[src/rtl/dma_axi_pkg.sv]
`default_nettype none
// ============================================================================
// Module      : dma_axi_pkg
// Description : Shared types and constants for the DMA AXI4-Lite slave bridge.
//               Holds the bridge FSM state encoding and the AXI response codes.
// Revision    : 1.0 - initial release
// ============================================================================
package dma_axi_pkg;

    typedef enum logic [2:0] {
        ST_IDLE    = 3'd0,
        ST_WR_REQ  = 3'd1,
        ST_WR_RESP = 3'd2,
        ST_RD_REQ  = 3'd3,
        ST_RD_WAIT = 3'd4,
        ST_RD_RESP = 3'd5
    } state_e;

    localparam logic [1:0] c_RESP_OKAY   = 2'b00;
    localparam logic [1:0] c_RESP_SLVERR = 2'b10;

endpackage : dma_axi_pkg
`default_nettype wire

[src/rtl/dma_axi_slave_bridge.sv]
`default_nettype none
// ============================================================================
// Module      : dma_axi_slave_bridge
// Description : AXI4-Lite slave that turns single-beat row writes/reads into
//               one-cycle requests on a lane-memory mux port. One transaction
//               is outstanding at a time.
// Ports       : clk/reset             - clock, synchronous active-high reset
//               s_axi_aw*/w*/b*       - AXI4-Lite write address/data/response
//               s_axi_ar*/r*          - AXI4-Lite read address/data
//               axi_addr/axi_data     - registered row address / write row
//               axi_req_en/_type      - one-cycle request strobe, 1=write
//               axi_read_data         - row data, valid READ_LATENCY cycles
//                                       after a read strobe
// Revision    : 1.0 - initial release
// ============================================================================
module dma_axi_slave_bridge
    import dma_axi_pkg::*;
#(
    parameter int ADDRWIDTH    = 11,
    parameter int NUMLANES     = 8,
    parameter int WIDTH        = 16,
    parameter int READ_LATENCY = 1
) (
    input  logic                          clk,
    input  logic                          reset,
    input  logic [31:0]                   s_axi_awaddr,
    input  logic                          s_axi_awvalid,
    output logic                          s_axi_awready,
    input  logic [NUMLANES*WIDTH-1:0]     s_axi_wdata,
    input  logic [NUMLANES*WIDTH/8-1:0]   s_axi_wstrb,
    input  logic                          s_axi_wvalid,
    output logic                          s_axi_wready,
    output logic [1:0]                    s_axi_bresp,
    output logic                          s_axi_bvalid,
    input  logic                          s_axi_bready,
    input  logic [31:0]                   s_axi_araddr,
    input  logic                          s_axi_arvalid,
    output logic                          s_axi_arready,
    output logic [NUMLANES*WIDTH-1:0]     s_axi_rdata,
    output logic [1:0]                    s_axi_rresp,
    output logic                          s_axi_rvalid,
    input  logic                          s_axi_rready,
    output logic [ADDRWIDTH-1:0]          axi_addr,
    output logic [NUMLANES*WIDTH-1:0]     axi_data,
    output logic                          axi_req_en,
    output logic                          axi_req_type,
    input  logic [NUMLANES*WIDTH-1:0]     axi_read_data
);

    localparam int ROWBITS = NUMLANES * WIDTH;
    localparam int OFS     = $clog2(ROWBITS / 8);

    state_e               state_q, state_d;
    logic                 aw_lat_q, aw_lat_d;
    logic                 w_lat_q, w_lat_d;
    logic [ADDRWIDTH-1:0] aw_row_q, aw_row_d;
    logic [ROWBITS-1:0]   wdata_q, wdata_d;
    logic                 wfull_q, wfull_d;
    logic                 wr_ok_q, wr_ok_d;
    logic                 prio_q, prio_d;      // 0: read wins a tie, 1: write wins
    logic [1:0]           rd_cnt_q, rd_cnt_d;

    logic                 req_en_q, req_type_q;
    logic [ADDRWIDTH-1:0] addr_q;
    logic [ROWBITS-1:0]   data_q;
    logic                 bvalid_q, rvalid_q;
    logic [1:0]           bresp_q, rresp_q;
    logic [ROWBITS-1:0]   rdata_q;

    logic                 w_idle, w_none_latched, w_both_wr_valid, w_conflict;
    logic                 w_arready, w_awready, w_wready;
    logic                 w_ar_hs, w_aw_hs, w_w_hs, w_wr_go, w_wr_full, w_rd_last;
    logic [ADDRWIDTH-1:0] w_aw_row, w_ar_row, w_wr_row;
    logic [ROWBITS-1:0]   w_wr_data;
    logic                 w_unused_addr_bits;

    assign w_aw_row = s_axi_awaddr[ADDRWIDTH+OFS-1:OFS];
    assign w_ar_row = s_axi_araddr[ADDRWIDTH+OFS-1:OFS];
    assign w_unused_addr_bits = ^{s_axi_awaddr[31:ADDRWIDTH+OFS], s_axi_awaddr[OFS-1:0],
                                  s_axi_araddr[31:ADDRWIDTH+OFS], s_axi_araddr[OFS-1:0]};

    // Ready terms are gated by reset so the bus sees no acceptance during reset.
    assign w_idle          = (state_q == ST_IDLE) && !reset;
    assign w_none_latched  = !aw_lat_q && !w_lat_q;
    assign w_both_wr_valid = s_axi_awvalid && s_axi_wvalid;
    // A tie: a whole write and a read both offered with nothing captured yet.
    assign w_conflict      = w_idle && w_none_latched && w_both_wr_valid && s_axi_arvalid;

    assign w_arready = w_idle && w_none_latched && !(w_both_wr_valid && prio_q);
    assign w_ar_hs   = w_arready && s_axi_arvalid;
    // Taking a read this cycle blocks write acceptance so the write stays on the bus.
    assign w_awready = w_idle && !aw_lat_q && !w_ar_hs;
    assign w_wready  = w_idle && !w_lat_q && !w_ar_hs;
    assign w_aw_hs   = w_awready && s_axi_awvalid;
    assign w_w_hs    = w_wready && s_axi_wvalid;
    assign w_wr_go   = w_idle && (aw_lat_q || w_aw_hs) && (w_lat_q || w_w_hs);

    // Bypass the capture registers when the last half arrives in the go cycle.
    assign w_wr_row  = w_aw_hs ? w_aw_row : aw_row_q;
    assign w_wr_data = w_w_hs ? s_axi_wdata : wdata_q;
    assign w_wr_full = w_w_hs ? (&s_axi_wstrb) : wfull_q;
    assign w_rd_last = (rd_cnt_q == 2'(READ_LATENCY - 1));

    always_comb begin
        state_d  = state_q;
        aw_lat_d = aw_lat_q;
        w_lat_d  = w_lat_q;
        aw_row_d = aw_row_q;
        wdata_d  = wdata_q;
        wfull_d  = wfull_q;
        wr_ok_d  = wr_ok_q;
        prio_d   = prio_q;
        rd_cnt_d = rd_cnt_q;
        case (state_q)
            ST_IDLE: begin
                if (w_aw_hs) begin
                    aw_lat_d = 1'b1;
                    aw_row_d = w_aw_row;
                end
                if (w_w_hs) begin
                    w_lat_d = 1'b1;
                    wdata_d = s_axi_wdata;
                    wfull_d = &s_axi_wstrb;
                end
                if (w_conflict) begin
                    prio_d = !prio_q;
                end
                if (w_ar_hs) begin
                    state_d = ST_RD_REQ;
                end else if (w_wr_go) begin
                    wr_ok_d = w_wr_full;
                    state_d = ST_WR_REQ;
                end
            end
            ST_WR_REQ: begin
                state_d = ST_WR_RESP;
            end
            ST_WR_RESP: begin
                if (s_axi_bready) begin
                    aw_lat_d = 1'b0;
                    w_lat_d  = 1'b0;
                    state_d  = ST_IDLE;
                end
            end
            ST_RD_REQ: begin
                rd_cnt_d = 2'd0;
                state_d  = ST_RD_WAIT;
            end
            ST_RD_WAIT: begin
                if (w_rd_last) begin
                    state_d = ST_RD_RESP;
                end else begin
                    rd_cnt_d = rd_cnt_q + 2'd1;
                end
            end
            ST_RD_RESP: begin
                if (s_axi_rready) begin
                    state_d = ST_IDLE;
                end
            end
            default: begin
                state_d = ST_IDLE;
            end
        endcase
    end

    always_ff @(posedge clk) begin
        if (reset) begin
            state_q    <= ST_IDLE;
            aw_lat_q   <= 1'b0;
            w_lat_q    <= 1'b0;
            aw_row_q   <= '0;
            wdata_q    <= '0;
            wfull_q    <= 1'b0;
            wr_ok_q    <= 1'b0;
            prio_q     <= 1'b0;
            rd_cnt_q   <= 2'd0;
            req_en_q   <= 1'b0;
            req_type_q <= 1'b0;
            addr_q     <= '0;
            data_q     <= '0;
            bvalid_q   <= 1'b0;
            bresp_q    <= c_RESP_OKAY;
            rvalid_q   <= 1'b0;
            rresp_q    <= c_RESP_OKAY;
            rdata_q    <= '0;
        end else begin
            state_q  <= state_d;
            aw_lat_q <= aw_lat_d;
            w_lat_q  <= w_lat_d;
            aw_row_q <= aw_row_d;
            wdata_q  <= wdata_d;
            wfull_q  <= wfull_d;
            wr_ok_q  <= wr_ok_d;
            prio_q   <= prio_d;
            rd_cnt_q <= rd_cnt_d;

            // Request outputs are loaded on entry so the strobe lines up with
            // the WR_REQ / RD_REQ state cycle.
            req_en_q <= 1'b0;
            if (w_wr_go && !w_ar_hs && w_wr_full) begin
                req_en_q   <= 1'b1;
                req_type_q <= 1'b1;
                addr_q     <= w_wr_row;
                data_q     <= w_wr_data;
            end
            if (w_ar_hs) begin
                req_en_q   <= 1'b1;
                req_type_q <= 1'b0;
                addr_q     <= w_ar_row;
            end

            if (state_q == ST_WR_REQ) begin
                bvalid_q <= 1'b1;
                bresp_q  <= wr_ok_q ? c_RESP_OKAY : c_RESP_SLVERR;
            end else if ((state_q == ST_WR_RESP) && s_axi_bready) begin
                bvalid_q <= 1'b0;
            end

            if ((state_q == ST_RD_WAIT) && w_rd_last) begin
                rvalid_q <= 1'b1;
                rresp_q  <= c_RESP_OKAY;
                rdata_q  <= axi_read_data;
            end else if ((state_q == ST_RD_RESP) && s_axi_rready) begin
                rvalid_q <= 1'b0;
            end
        end
    end

    assign s_axi_awready = w_awready;
    assign s_axi_wready  = w_wready;
    assign s_axi_arready = w_arready;
    assign s_axi_bvalid  = bvalid_q;
    assign s_axi_bresp   = bresp_q;
    assign s_axi_rvalid  = rvalid_q;
    assign s_axi_rresp   = rresp_q;
    assign s_axi_rdata   = rdata_q;
    assign axi_req_en    = req_en_q;
    assign axi_req_type  = req_type_q;
    assign axi_addr      = addr_q;
    assign axi_data      = data_q;

endmodule : dma_axi_slave_bridge
`default_nettype wire

[config.mk]
export PLATFORM = sky130hd
export DESIGN_NAME = dma_axi_slave_bridge
export DESIGN_NICKNAME = d
export VERILOG_FILES = /design/src/rtl/dma_axi_pkg.sv /design/src/rtl/dma_axi_slave_bridge.sv
export SDC_FILE = /design/constraint.sdc
export NUM_CORES = 1
export LEC_CHECK = 0
export CORE_AREA = 2 2 240 242
export CTS_BUF_LIST = sky130_fd_sc_hd__clkbuf_4
export DETAILED_ROUTE_END_ITERATION = 6
export DIE_AREA = 0 0 242 244
export PLACE_DENSITY = 0.53
export SYNTH_ARGS = -nofsm -noshare
export SYNTH_HDL_FRONTEND = slang
export SYNTH_SLANG_ARGS = --single-unit
[constraint.sdc]
create_clock -name clk -period 3.4 [get_ports clk]
set_input_delay 0.68 -clock clk [delete_from_list [all_inputs] [get_ports clk]]
set_output_delay 0.68 -clock clk [all_outputs]
set_load 0.01 [all_outputs]
* Word-level counts from Yosys, hierarchy flattened
Cells that the tools add are included.
** Storage, ports and cells
- Flip-flop bits (word level) :: 422
- Word-level logic and storage cells :: 101
- Bits of input ports :: 343
** Cells by class
- Reduce and logical (&&, ||, !) cells :: 45
- Equal/unequal tests :: 12
- Mux-type cells :: 25
- Bitwise logic cells :: 1
- Add/sub/neg operators :: 1
** Operators with widths (number)
- $mux W128 :: 1
- $mux W11 :: 3
- $logic_and A1 B1 Y1 :: 22
- $pmux W3 S6 :: 1
- $reduce_and A16 Y1 :: 1
- $mux W3 :: 5
- $ne A2 B2 Y1 const B :: 6
- $mux W1 :: 10
- $reduce_bool A2 Y1 :: 5
- $reduce_and A3 Y1 :: 3
- $eq A3 B2 Y1 const B :: 2
- $eq A3 B3 Y1 const B :: 2
- $logic_not A1 Y1 :: 6
- $mux W2 :: 2
- $pmux W1 S2 :: 2
- $pmux W2 S2 :: 1
- $reduce_and A2 Y1 :: 2
- $reduce_and A4 Y1 :: 1
- $eq A3 B1 Y1 const B :: 1
- $logic_not A3 Y1 :: 1
- $ne A3 B3 Y1 const B :: 1
- $add A2 B1 Y2 const B :: 1
- $logic_not A2 Y1 :: 1
- $logic_or A1 B1 Y1 :: 2
- 2 further kinds :: 2

* Depth between registers and ports, before layout
- Word-level depth :: 15
- Mapped depth :: 9

* Worst setup path before layout
OpenSTA, ideal clock, no wires.
- Kind :: in2reg
- Start :: in reset
- End :: reg data_q[100], in the netlist axi_data[100]
- Slack :: 0.402 ns
- Arrival time :: 2.875 ns
- Library setup time :: 0.123 ns
- Stages on the path :: 9
- Path buffers :: 4
- Cell sequence :: clkbuf_1 or4_1 a2111oi_4 mux2i_1 or3_1 clkbuf_1 buf_2 buf_2 mux2_1
** Between the ends
- Word-level cells in the longest chain between the ends :: 13
** RTL lines
- from (decl) :: line dma_axi_slave_bridge.sv:25 : input logic reset,
- $logic_not A1 Y1 :: line dma_axi_slave_bridge.sv:83 : assign w_idle = (state_q == ST_IDLE) && !reset;
- $logic_and A1 B1 Y1 :: line dma_axi_slave_bridge.sv:83
- $logic_and A1 B1 Y1 (2 in a row) :: line dma_axi_slave_bridge.sv:89 : assign w_arready = w_idle && w_none_latched && !(w_both_wr_valid && prio_q);
- $logic_and A1 B1 Y1 :: line dma_axi_slave_bridge.sv:90 : assign w_ar_hs = w_arready && s_axi_arvalid;
- $logic_not A1 Y1 :: line dma_axi_slave_bridge.sv:92, dma_axi_slave_bridge.sv:93, dma_axi_slave_bridge.sv:201
- $logic_and A1 B1 Y1 :: line dma_axi_slave_bridge.sv:92 : assign w_awready = w_idle && !aw_lat_q && !w_ar_hs;
- $logic_and A1 B1 Y1 :: line dma_axi_slave_bridge.sv:94 : assign w_aw_hs = w_awready && s_axi_awvalid;
- $logic_or A1 B1 Y1 :: line dma_axi_slave_bridge.sv:96 : assign w_wr_go = w_idle && (aw_lat_q || w_aw_hs) && (w_lat_q || w_w_hs);
- $logic_and A1 B1 Y1 (2 in a row) :: line dma_axi_slave_bridge.sv:96
- $logic_and A1 B1 Y1 (2 in a row) :: line dma_axi_slave_bridge.sv:201 : if (w_wr_go && !w_ar_hs && w_wr_full) begin
- to (signal assigned) :: line dma_axi_slave_bridge.sv:205 : data_q <= w_wr_data;
- to (decl) :: line dma_axi_slave_bridge.sv:65 : logic [ROWBITS-1:0] data_q;
Several ways; a longest one is shown, not always the timed one.
A chain may end at the register's enable or synchronous reset.

* Final worst setup path
- Start :: reg state_q[0]
- End :: out s_axi_awready
** Between the ends
- Word-level cells in the longest chain between the ends :: 7
** RTL lines
- from (decl) :: line dma_axi_slave_bridge.sv:53 : state_e state_q, state_d;
- from (signal assigned) :: line dma_axi_slave_bridge.sv:188 : state_q <= state_d;
- $logic_not A3 Y1 * :: line dma_axi_slave_bridge.sv:83
- $logic_and A1 B1 Y1 * :: line dma_axi_slave_bridge.sv:83
- $logic_and A1 B1 Y1 (2 in a row) :: line dma_axi_slave_bridge.sv:89
- $logic_and A1 B1 Y1 :: line dma_axi_slave_bridge.sv:90
- $logic_not A1 Y1 :: line dma_axi_slave_bridge.sv:92
- $logic_and A1 B1 Y1 * :: line dma_axi_slave_bridge.sv:92
- to (decl) :: line dma_axi_slave_bridge.sv:28 : output logic s_axi_awready,
Mark *: on every way between the ends. The rest lies on a longest branch, timed or not.

==> results.sh <==
export IMPL_cp_required_ns=2.72
export IMPL_path_max_fanout=13
export IMPL_cts_buffers=118
export IMPL_synth_fa_ha_area_frac=0.000812
export IMPL_drive_gt1_frac=0.115
export IMPL_clock_latency_ns=0.86
export IMPL_p_total_mw=10.8
export IMPL_worst_setup_path_type="register to primary output"
export IMPL_synth_top_area_frac=0.547
export IMPL_max_slew_margin_rel=0.342
export IMPL_fin_crit_sh=0.939
export IMPL_drtIter0Drc=566
export IMPL_grt_max_degree=178
export IMPL_overflow=0
export IMPL_coreArea_um2=56200
export IMPL_critPathArrivalTime_ns=2.51
export IMPL_power_density_nw_per_um2=459
export IMPL_hold_buffers=0
export IMPL_ant_nets=0
export IMPL_fin_skew_ns=0.0738
export IMPL_fmax_mhz=313
export IMPL_gp_congestion=0.824
export IMPL_nets=2523
export IMPL_status="complete, no violations"
export IMPL_hp_class="input pin to register"
export IMPL_vias=13000
export IMPL_top_usage_layer="met2"
export IMPL_ir_worst_vdd_uv=253
export IMPL_muxShareOfSynthArea=0.185
export IMPL_cts_buffer_depth=3
export IMPL_layout_common_cells="clkdlybuf4s50_1 (572), dfxtp_1 (421), nand2_1 (265), clkbuf_4 (177), nor2_1 (154)"
export IMPL_clock_sinks=421
export IMPL_ys_seq_area_frac=0.547
export IMPL_met2_usage=0.289
export IMPL_path_clk_slew_ns=0.06
export IMPL_post_cts_buffers=0
export IMPL_hold_viol_final=0
export IMPL_finalSetupViolCount=0
export IMPL_fp_dieArea_um2=59000
export IMPL_place_ws_ns=0.0234
export IMPL_ys_seq_elements=421
export IMPL_netlist_instances=1571
export IMPL_routed_wl_um=49800
export IMPL_yosys_top_cells_area="dfxtp_1 (55%), mux2i_1 (9.2%), nand2_1 (6.5%)"
export IMPL_fin_crit_ns=3.19
export IMPL_hold_slack_ns=0.316
export IMPL_tightest_slew_ns=0.987
export IMPL_worstSetupStartpointType="register"
export IMPL_synth_area_um2=15400
export IMPL_maxCapViolations=0
export IMPL_antenna_found_initial=2
export IMPL_synth_top_family_by_area="multiplexers"
export IMPL_rows=87
export IMPL_first_global_vias=12900
export IMPL_post_dp_hpwl_um=34600
export IMPL_grt_first_pass_wirelength_um=75400
export IMPL_portBuffers=575
export IMPL_h_tree_depth=3
export IMPL_slowest_stage="clkdlybuf4s50_1"
export IMPL_first_pass_iters=4
export IMPL_cpPeakStageDelay_ns=0.56
export IMPL_grt_use_met1=0.179
export IMPL_synth_simple_gate_area_share=0.170
export IMPL_via_per_inst=4.28
export IMPL_io_pins=621
export IMPL_cts_root_buf="clkbuf_4"
export IMPL_layout_setup_ws_ns=0.208
export IMPL_cellLeakagePower_nw=8.82
export IMPL_avgSynthCellArea_um2=9.81
export IMPL_synth_compound_area_frac=0.0642
export IMPL_ys_types=38
export IMPL_yosysTopAreaCell="dfxtp_1"
export IMPL_cp_end_kind="primary output"
export IMPL_area_growth_pct=53.0
export IMPL_cts_tree="done"
export IMPL_ys_warnings_count=0
export IMPL_slew_viol_final=0
export IMPL_layout_commonest_cell="clkdlybuf4s50_1"
export IMPL_start_util=0.274
export IMPL_gr_usage_met3=0.0561
export IMPL_die_y_um=244
export IMPL_wl_per_cell_um=16.4
export IMPL_drc=0
export IMPL_synth_xor_area_frac=0.000568
export IMPL_crit_path_cell_trace="buf_4 > nor4_4 > nand2_2 > nor2_1 > clkdlybuf4s50_1"
export IMPL_die_w_um=242
export IMPL_grtUsageTotal=0.162
[registers in the layout, summed over array words and instances, names as in the netlist, 2 cells and up]
register,flops
axi_data,128
s_axi_rdata,128
state_q,3
wdata_q,128
axi_addr,11
aw_row_q,11
rd_cnt_q,2
[through the flow]
stage                     cells  instance area [µm²]  setup TNS, ns  utilization
after floorplan            1573                15400              0            -
after global placement     2815                22000         -0.138        0.392
after detailed placement   2815                22000              0        0.392
after CTS                  3023                23500              0        0.419
after global routing       3028                23600        -0.0255        0.420
final                      3028                23600              0        0.420
[synth_stat cells]
cell       number
o22ai_1         2
o31ai_1         1
ha_1            1
or3_1           1
or4_1           1
a21o_1          1
buf_4           3
inv_1           5
a32oi_1         1
xor2_1          1
a22o_1         11
clkbuf_1       84
mux2_2         41
a21oi_1       135
dfxtp_1       421
nand3_1         2
buf_1           6
mux2i_1       141
or2_2           1
nor3b_1         2
nand2b_1        4
a2111oi_4       1
buf_2          23
conb_1          1
nor3_1          6
a2111oi_0       1
nor4_1          2
a211oi_1        1
and3_1          1
mux2_1         87
nor2b_1       142
nor2_1        155
nand4_1         5
a221oi_1        1
o211ai_1        1
o21ai_0         2
nand2_1       266
a221o_1        11
[critical path: cells and delay by family, from the launching register on]
kind / cells / cell delay, ns
buffers and inverters: 2 / 0.75
and+or+nand+nor: 3 / 0.66
DFF: 1 / 0.31
[what timing repair did]
action | in CTS | in global routing
resized for setup | 2 | 3
endpoints found under the setup margin | 3 | 3
pin swaps | 0 | 1
[cell families after synthesis]
kind of cell / Yosys count
other: 1
AO/OA/AOI/OAI: 169
flip-flops: 421
multiplexers: 269
XOR/XNOR: 1
AND/OR/NAND/NOR: 588
buffers and inverters: 121
adder cells (fa/ha/maj): 1
[final cells by class]
class | count | area, µm²
Clock buffer | 177 | 1330
Inverter | 5 | 18.8
Multi-Input combinational cell | 1031 | 6530
Clock inverter | 31 | 170
Timing Repair Buffer | 602 | 6130
Antenna cell | 5 | 12.5
Sequential cell | 421 | 8430
Fill cell | 5548 | 32600
Tap cell | 756 | 946
[routing by layer]
layer  share of wire  wire (µm)  vias up
li1                -          -     6507
met1            0.40      20000     6027
met2            0.51      25500      360
met3           0.067       3360       73
met4           0.018        908        0
met5               0          0        -
[path summary, 6_finish.rpt]
check	from	endpoint	slack, ns	cells past startpoint
max	state_q[0]	s_axi_awready	0.21	5
min	reset	prio_q	0.32	5
max reg2reg	state_q[2]	axi_addr[8]	0.45	6
min reg2reg	s_axi_rdata[12]	s_axi_rdata[12]	0.45	2
[power by group]
group,leakage (nW),total (mW),switching [mW],internal (mW)
logic,4.52,1.11,0.462,0.650
clock network,0.889,4.57,2.13,2.44
registers,3.40,5.14,0.0618,5.08
Power figures use the tool's default switching activity.
